==> config.mk <==
export PLATFORM = sky130hd
export DESIGN_NAME = pps_rx_qualifier
export DESIGN_NICKNAME = d
export VERILOG_FILES = /design/src/rtl/pps_rx_qualifier.sv
export SDC_FILE = /design/constraint.sdc
export NUM_CORES = 1
export LEC_CHECK = 0
export BUFFER_PORTS_ARGS = -buffer_cell sky130_fd_sc_hd__buf_2
export CAP_MARGIN = 25
export CORE_MARGIN = 4
export CORE_UTILIZATION = 55
export DETAILED_ROUTE_END_ITERATION = 10
export PLACE_DENSITY = 0.74
export SLEW_MARGIN = 20
export SYNTH_ARGS = -nofsm -noshare
export SYNTH_HDL_FRONTEND = slang
export SYNTH_SLANG_ARGS = --single-unit
==> constraint.sdc <==
create_clock -name rtc_clk -period 11.5 [get_ports rtc_clk]
set_input_delay 0 -clock rtc_clk [delete_from_list [all_inputs] [get_ports rtc_clk]]
set_output_delay 0 -clock rtc_clk [all_outputs]
set_load 0.05 [all_outputs]
==> src/rtl/pps_rx_qualifier.sv <==
// PPS receive qualifier: synchronises pps_i, rejects short pulses, timestamps accepted edges,
// tracks period/lock/LOS and queues event records. Optional macro: PPS_RX_LAT_COMP_EN.
`ifndef FNS_W
`define FNS_W 16
`endif

module pps_rx_qualifier #(
    parameter int SYNC_STAGES   = 2,
    parameter int MIN_WIDTH_CYC = 8,
    parameter int FIFO_DEPTH    = 4,
    parameter int LOCK_CNT      = 3,
    parameter int LOS_SEC       = 2
) (
    input  logic        rtc_clk,
    input  logic        rtc_rst,
    input  logic        enable_i,
    input  logic [79:0] rtc_std_i,
    input  logic [15:0] rtc_fns_i,
    input  logic [31:0] tick_inc_i,
    input  logic [31:0] tol_ns_i,
    input  logic        pps_i,
    output logic        evt_valid_o,
    input  logic        evt_ready_i,
    output logic [79:0] evt_std_o,
    output logic [15:0] evt_fns_o,
    output logic [31:0] evt_phase_o,
    output logic [3:0]  evt_flags_o,
    output logic        lock_o,
    output logic        los_o,
    output logic [15:0] glitch_cnt_o,
    output logic [15:0] ovf_cnt_o
);

    localparam logic [1:0]  S_IDLE = 2'd0;
    localparam logic [1:0]  S_LOW  = 2'd1;
    localparam logic [1:0]  S_QUAL = 2'd2;
    localparam logic [1:0]  S_HIGH = 2'd3;
    localparam int          HW = $clog2(MIN_WIDTH_CYC + 1);
    localparam int          OW = $clog2(LOCK_CNT + 1);
    localparam int          AW = $clog2(FIFO_DEPTH);
    localparam int          EW = 132;
    localparam logic [31:0] NS_PER_SEC = 32'd1_000_000_000;
    localparam logic [AW:0] DEPTH_C = (AW + 1)'(FIFO_DEPTH);

    logic [SYNC_STAGES-1:0] sync_r;
    logic                   sync_d_r;
    logic                   sync_s, rise_s;
    logic [1:0]             state_r, state_n;
    logic [HW-1:0]          hcnt_r;
    logic                   capture_s, accept_s, glitch_s;
    logic [47:0]            cap_sec_s, cand_sec_r, last_sec_r, sdiff_s;
    logic [31:0]            cap_ns_s, cand_ns_r, last_ns_r, phase_s;
    logic [15:0]            cap_fns_s, cand_fns_r;
    logic                   last_valid_r, first_r, first_n, los_n, lock_n, per_ok_s;
    logic [33:0]            period_s, dev_s;
    logic [OW-1:0]          okcnt_r, okcnt_n;
    logic [7:0]             secs_r, secs_n;
    logic                   sec_lsb_r, toggle_s;
    logic [3:0]             flags_s;
    logic [EW-1:0]          fifo_mem_r [FIFO_DEPTH];
    logic [AW:0]            wr_ptr_r, rd_ptr_r;
    logic                   full_s, pop_s, push_ok_s, drop_s, ovf_pend_r;

    assign sync_s = sync_r[SYNC_STAGES-1];
    assign rise_s = sync_s & ~sync_d_r;

    // Synchroniser chain plus delayed copy for edge detection
    always_ff @(posedge rtc_clk) begin
        if (rtc_rst) begin
            sync_r   <= '0;
            sync_d_r <= 1'b0;
        end else begin
            sync_r   <= {sync_r[SYNC_STAGES-2:0], pps_i};
            sync_d_r <= sync_s;
        end
    end

`ifdef PPS_RX_LAT_COMP_EN
    logic [39:0] comp_s;
    logic [31:0] comp_ns_s;
    logic [15:0] comp_fns_s;
    logic [16:0] fns_diff_s;
    logic [32:0] ns_diff_s;

    // Back out synchroniser latency from the raw RTC, borrowing fns -> ns -> seconds
    always_comb begin
        comp_s     = 40'(SYNC_STAGES + 1) * {8'd0, tick_inc_i};
        comp_ns_s  = 32'(comp_s >> `FNS_W);
        comp_fns_s = comp_s[`FNS_W-1 -: 16];
        fns_diff_s = {1'b0, rtc_fns_i} - {1'b0, comp_fns_s};
        ns_diff_s  = {1'b0, rtc_std_i[31:0]} - {1'b0, comp_ns_s} - {32'd0, fns_diff_s[16]};
        cap_fns_s  = fns_diff_s[15:0];
        if (ns_diff_s[32]) begin
            cap_ns_s  = ns_diff_s[31:0] + NS_PER_SEC;
            cap_sec_s = rtc_std_i[79:32] - 48'd1;
        end else begin
            cap_ns_s  = ns_diff_s[31:0];
            cap_sec_s = rtc_std_i[79:32];
        end
    end
`else
    logic unused_tick_s;
    assign unused_tick_s = ^tick_inc_i;

    // Raw RTC value at the rise cycle
    always_comb begin
        cap_sec_s = rtc_std_i[79:32];
        cap_ns_s  = rtc_std_i[31:0];
        cap_fns_s = rtc_fns_i;
    end
`endif

    // Edge qualification FSM; the rise cycle counts as the first high cycle
    always_comb begin
        state_n   = state_r;
        capture_s = 1'b0;
        accept_s  = 1'b0;
        glitch_s  = 1'b0;
        if (!enable_i) begin
            state_n = S_IDLE;
        end else begin
            case (state_r)
                S_IDLE: if (!sync_s) state_n = S_LOW; else state_n = S_IDLE;
                S_LOW: begin
                    if (rise_s) begin
                        capture_s = 1'b1;
                        state_n   = S_QUAL;
                    end else begin
                        state_n = S_LOW;
                    end
                end
                S_QUAL: begin
                    if ((32'(hcnt_r) >= MIN_WIDTH_CYC) ||
                        (sync_s && (32'(hcnt_r) + 32'd1 >= MIN_WIDTH_CYC))) begin
                        accept_s = 1'b1;
                        state_n  = S_HIGH;
                    end else if (!sync_s) begin
                        glitch_s = 1'b1;
                        state_n  = S_LOW;
                    end else begin
                        state_n = S_QUAL;
                    end
                end
                S_HIGH: if (!sync_s) state_n = S_LOW; else state_n = S_HIGH;
                default: state_n = S_IDLE;
            endcase
        end
    end

    // Period, phase and flag computation for the candidate edge
    always_comb begin
        sdiff_s  = cand_sec_r - last_sec_r;
        period_s = 34'(sdiff_s[1:0]) * 34'd1_000_000_000 + 34'(cand_ns_r) - 34'(last_ns_r);
        if (period_s >= 34'd1_000_000_000) dev_s = period_s - 34'd1_000_000_000;
        else dev_s = 34'd1_000_000_000 - period_s;
        per_ok_s = last_valid_r && !first_r && (sdiff_s <= 48'd2) && (dev_s <= 34'(tol_ns_i));
        if (cand_ns_r < 32'd500_000_000) phase_s = cand_ns_r;
        else phase_s = cand_ns_r - NS_PER_SEC;
        flags_s  = {lock_o, ovf_pend_r, first_r, per_ok_s};
    end

    // Lock / LOS / first-edge bookkeeping; an accepted edge always clears LOS
    always_comb begin
        toggle_s = rtc_std_i[32] ^ sec_lsb_r;
        secs_n   = secs_r;
        okcnt_n  = okcnt_r;
        first_n  = first_r;
        los_n    = los_o;
        if (!enable_i) begin
            secs_n  = 8'd0;
            okcnt_n = '0;
            first_n = 1'b1;
            los_n   = 1'b0;
        end else if (accept_s) begin
            secs_n  = 8'd0;
            first_n = 1'b0;
            los_n   = 1'b0;
            if (!per_ok_s) okcnt_n = '0;
            else if (32'(okcnt_r) == LOCK_CNT) okcnt_n = okcnt_r;
            else okcnt_n = okcnt_r + OW'(1);
        end else begin
            if (toggle_s && (secs_r != 8'hFF)) secs_n = secs_r + 8'd1;
            else secs_n = secs_r;
            if (32'(secs_n) > LOS_SEC) begin
                los_n   = 1'b1;
                okcnt_n = '0;
                first_n = 1'b1;
            end else begin
                los_n = los_o;
            end
        end
        lock_n = (32'(okcnt_n) == LOCK_CNT) && !los_n;
    end

    // Control state, candidate/last timestamps and status outputs
    always_ff @(posedge rtc_clk) begin
        if (rtc_rst) begin
            state_r      <= S_IDLE;
            hcnt_r       <= '0;
            cand_sec_r   <= 48'd0;
            cand_ns_r    <= 32'd0;
            cand_fns_r   <= 16'd0;
            last_sec_r   <= 48'd0;
            last_ns_r    <= 32'd0;
            last_valid_r <= 1'b0;
            first_r      <= 1'b1;
            okcnt_r      <= '0;
            secs_r       <= 8'd0;
            sec_lsb_r    <= 1'b0;
            lock_o       <= 1'b0;
            los_o        <= 1'b0;
            glitch_cnt_o <= 16'd0;
        end else begin
            state_r   <= state_n;
            first_r   <= first_n;
            okcnt_r   <= okcnt_n;
            secs_r    <= secs_n;
            sec_lsb_r <= rtc_std_i[32];
            lock_o    <= lock_n;
            los_o     <= los_n;
            if (capture_s) begin
                hcnt_r     <= HW'(1);
                cand_sec_r <= cap_sec_s;
                cand_ns_r  <= cap_ns_s;
                cand_fns_r <= cap_fns_s;
            end else if (state_r == S_QUAL && sync_s) begin
                hcnt_r <= hcnt_r + HW'(1);
            end else begin
                hcnt_r <= hcnt_r;
            end
            if (accept_s) begin
                last_sec_r   <= cand_sec_r;
                last_ns_r    <= cand_ns_r;
                last_valid_r <= 1'b1;
            end
            if (glitch_s && glitch_cnt_o != 16'hFFFF) glitch_cnt_o <= glitch_cnt_o + 16'd1;
        end
    end

    assign pop_s     = evt_valid_o & evt_ready_i;
    assign full_s    = (wr_ptr_r - rd_ptr_r) == DEPTH_C;
    assign push_ok_s = accept_s & (~full_s | pop_s);
    assign drop_s    = accept_s & full_s & ~pop_s;

    // Event FIFO storage, pointers and overflow tracking
    always_ff @(posedge rtc_clk) begin
        if (rtc_rst) begin
            for (int i = 0; i < FIFO_DEPTH; i++) fifo_mem_r[i] <= '0;
            wr_ptr_r   <= '0;
            rd_ptr_r   <= '0;
            ovf_pend_r <= 1'b0;
            ovf_cnt_o  <= 16'd0;
        end else begin
            if (push_ok_s) begin
                fifo_mem_r[wr_ptr_r[AW-1:0]] <= {cand_sec_r, cand_ns_r, cand_fns_r, phase_s, flags_s};
                wr_ptr_r <= wr_ptr_r + (AW + 1)'(1);
            end
            if (pop_s) rd_ptr_r <= rd_ptr_r + (AW + 1)'(1);
            if (drop_s) begin
                ovf_pend_r <= 1'b1;
                if (ovf_cnt_o != 16'hFFFF) ovf_cnt_o <= ovf_cnt_o + 16'd1;
            end else if (push_ok_s) begin
                ovf_pend_r <= 1'b0;
            end
        end
    end

    assign evt_valid_o = (wr_ptr_r != rd_ptr_r);
    assign evt_std_o   = fifo_mem_r[rd_ptr_r[AW-1:0]][131:52];
    assign evt_fns_o   = fifo_mem_r[rd_ptr_r[AW-1:0]][51:36];
    assign evt_phase_o = fifo_mem_r[rd_ptr_r[AW-1:0]][35:4];
    assign evt_flags_o = fifo_mem_r[rd_ptr_r[AW-1:0]][3:0];

endmodule
==> flow_summary_export.csv <==
group,metric,value,unit
critical_path,crit_end,"fifo_mem_r[2][0]",
timing,clock.fmax,106,MHz
status,status,"finished clean",
clock_tree,path_clk_slew,0.06,ns
route,num_vias,30500,
route,routedWlPerCell,20.8,microns
grt,grt_max_degree,89,
critical_path,setup.worst_path.class,"reg -> reg",
clock_tree,cts_resized,0,
clock_tree,post_cts_buffers,0,
clock_tree,cts_hold_buffers,151,
route,drt-vias-per-instance,5.90,
logic_synthesis,synth_edf_count,492,
grt,grt_pass1_wl,168000,microns
logic_synthesis,netlist_instances,3820,
timing,tightest_slew,1.08,ns
job,cap_viol_max_count,0,
logic_synthesis,ys_types,106,
power_and_ir_drop,p_per_area,142,nW/um^2
floorplanning,die_x,276,microns
floorplanning,num_rows,98,
hold_path,hold_path_class,"in -> reg",
timing,worst_slack,2.10,ns
clock_tree,clockBufferDepth,3,
timing,slew_viol_final,0,
logic_synthesis,synth_fp_nets,4143,
grt,antenna_found_initial,1,
grt,grtUsageTotal,27.5,%
floorplanning,die_h,276,microns
critical_path,worst_setup_path_end_kind,"register",
clock_tree,htree_levels,3,
timing,finalHoldViolCount,0,
grt,gr-total-overflow,0,
floorplanning,io_pins,332,
floorplanning,core-area,71400,sq um
timing,min_period_over_period,81.7,%
route,drt_iter0_drc,3024,
logic_synthesis,syn_area_per_cell,10.3,sq um
timing,timing.slew.headroom,28.1,%
clock_tree,clock_latency,0.64,ns
layout,final_cell_mix,"nand2_1, edfxtp_1, nor2_1, and2_1, a21oi_1",
critical_path,regToRegEndpoint,"fifo_mem_r[2][0]",
timing,rsz0062_at_grt,"no",
floorplanning,start_util,55.4,%
critical_path,reg2regPathDepth,31,
timing,setup_viol,0,
route,drt_first_pass_iters,5,
timing,fin_skew,0.0258,ns
critical_path,critPathMaxStageDelay,0.70,ns
logic_synthesis,yosys_most_used_dff,"edfxtp_1",
critical_path,required,11.97,ns
logic_synthesis,yosys_warnings,0,
layout,drive_gt1_share,15.7,%
logic_synthesis,syn_area,39500,sq um
grt,grt_pass1_vias,29700,
critical_path,r2r_setup_slack,2.10,ns
power_and_ir_drop,ir_worst_vdd,0.117,mV
critical_path,cp.arrival,9.87,ns
layout,nets,4474,
clock_tree,numClockSinks,733,
layout,layout_commonest_cell,"nand2_1",
placement,io_buffers,299,
timing,period_needed,9.40,ns
floorplanning,dieArea,76200,sq um
critical_path,rr_startpoint,"cand_sec_r[0]",
clock_tree,cts-root-buf,"clkbuf_16",
layout,area_delta_synth_final,16.1,%
clock_tree,numCtsBuffers,79,
logic_synthesis,ys_ff_latch,733,
route,post-route-drc-count,0,
critical_path,worst_path_max_delay_cell,"fa_1",
critical_path,startpoint_type,"register",
route,detail-route-antenna-nets,0,
timing,tns,0,ns
power_and_ir_drop,power.leakage,17.9,nW
critical_path,crit_start,"cand_sec_r[0]",
clock_tree,cts_tree,"yes",
placement,place_hpwl,70100,microns
logic_synthesis,yosysSeqAreaShare,49.6,%
critical_path,cp_max_fo,26,
logic_synthesis,synthArstFlopShare,0,%
placement,place_congestion,0.957,
route,totalWireLength,108000,microns
placement,preCtsSetupSlack,2.37,ns
## kinds of logic (layout without fill, tap and decap cells)
family	count (synthesis)	in the layout	share of synthesized area, %
flops	733	733	49.6
buf+inv	434	831	4.39
compound gates	673	673	11.2
fa+ha+maj	158	158	5.42
mux	144	144	7.55
simple gates	1547	1547	18.9
xor+xnor	131	131	2.94
other cells	0	1	0
## Yosys cell counts (all sizes together), types with 60 or more instances
master | n | share of area [%]
dfxtp | 241 | 12
ha | 136 | 4.3
o21ai | 103 | 1.4
inv | 197 | 1.9
edfxtp | 492 | 37
buf | 60 | 0.84
nand3 | 68 | 0.86
nor2 | 355 | 3.4
clkbuf | 172 | 1.6
nand2 | 528 | 5.0
xor2 | 63 | 1.4
mux4 | 123 | 7.0
xnor2 | 68 | 1.5
a21oi | 304 | 3.9
and2 | 319 | 5.1
## how the worst min path moves through the flow
stage,start,to,slack (ns),depth (start not counted)
final,rtc_std_i[42],cand_sec_r[10],0.15,4
after global routing,rtc_std_i[42],cand_sec_r[10],0.16,4
after CTS,rtc_std_i[53],cand_sec_r[21],0.12,4
after detailed placement,rtc_std_i[62],cand_sec_r[30],0.25,3
after global placement,rtc_std_i[52],cand_sec_r[20],0.24,3
after floorplan,rtc_std_i[32],sec_lsb_r,0.13,1
## report_power, final
part	internal, W	switching [W]	total, W
combinational	0.000357	0.000585	0.000943
sequential	0.00287	0.0000210	0.00289
clock	0.00158	0.00110	0.00267
## metal layers
metal  global-route usage [%]  wire [microns]
met1                     38.2           45700
met2                     45.1           50800
met3                     4.38            8100
met4                     8.25            3120
met5                        0               0
## stage by stage
stage / utilization (%) / cells / power (W) / area (sq um) / hold slack (ns)
floorplan: - / 3820 / 0.00361 / 39500 / 0.128
global placement: 58.3 / 4867 / 0.00382 / 41600 / 0.239
detailed placement: 58.3 / 4867 / 0.00384 / 41600 / 0.247
CTS: 64.2 / 5165 / 0.00651 / 45800 / 0.119
global route: 64.3 / 5168 / 0.00672 / 45900 / 0.157
finish: 64.3 / 5168 / 0.00650 / 45900 / 0.146
## registers in the layout, indices dropped and copies added, names as in the netlist, 4 cells and up, named ones only
| signal | flops |
|---|---|
| last_ns_r | 32 |
| secs_r | 8 |
| last_sec_r | 48 |
| fifo_mem_r | 492 |
| cand_fns_r | 16 |
| glitch_cnt_o | 16 |
| cand_ns_r | 32 |
| ovf_cnt_o | 16 |
| hcnt_r | 4 |
| cand_sec_r | 48 |
## worst max-delay path: cells and delay by family (launching register included)
family / cells / cell delay, ns
flops: 1 / 0.34
simple gates: 9 / 2.07
compound gates: 10 / 3.36
fa+ha+maj: 6 / 2.26
buf+inv: 4 / 0.51
xor+xnor: 2 / 0.66
## final cells by class
class	count	area [sq um]
fill	5569	25500
clock buffer	100	2120
tap	950	1190
sequential	733	19600
antenna	1	2.50
clock inverter	47	646
inverter	202	758
multi-input combinational	2653	18300
timing repair buffer	482	3280
(Power assumes the default switching activity.)
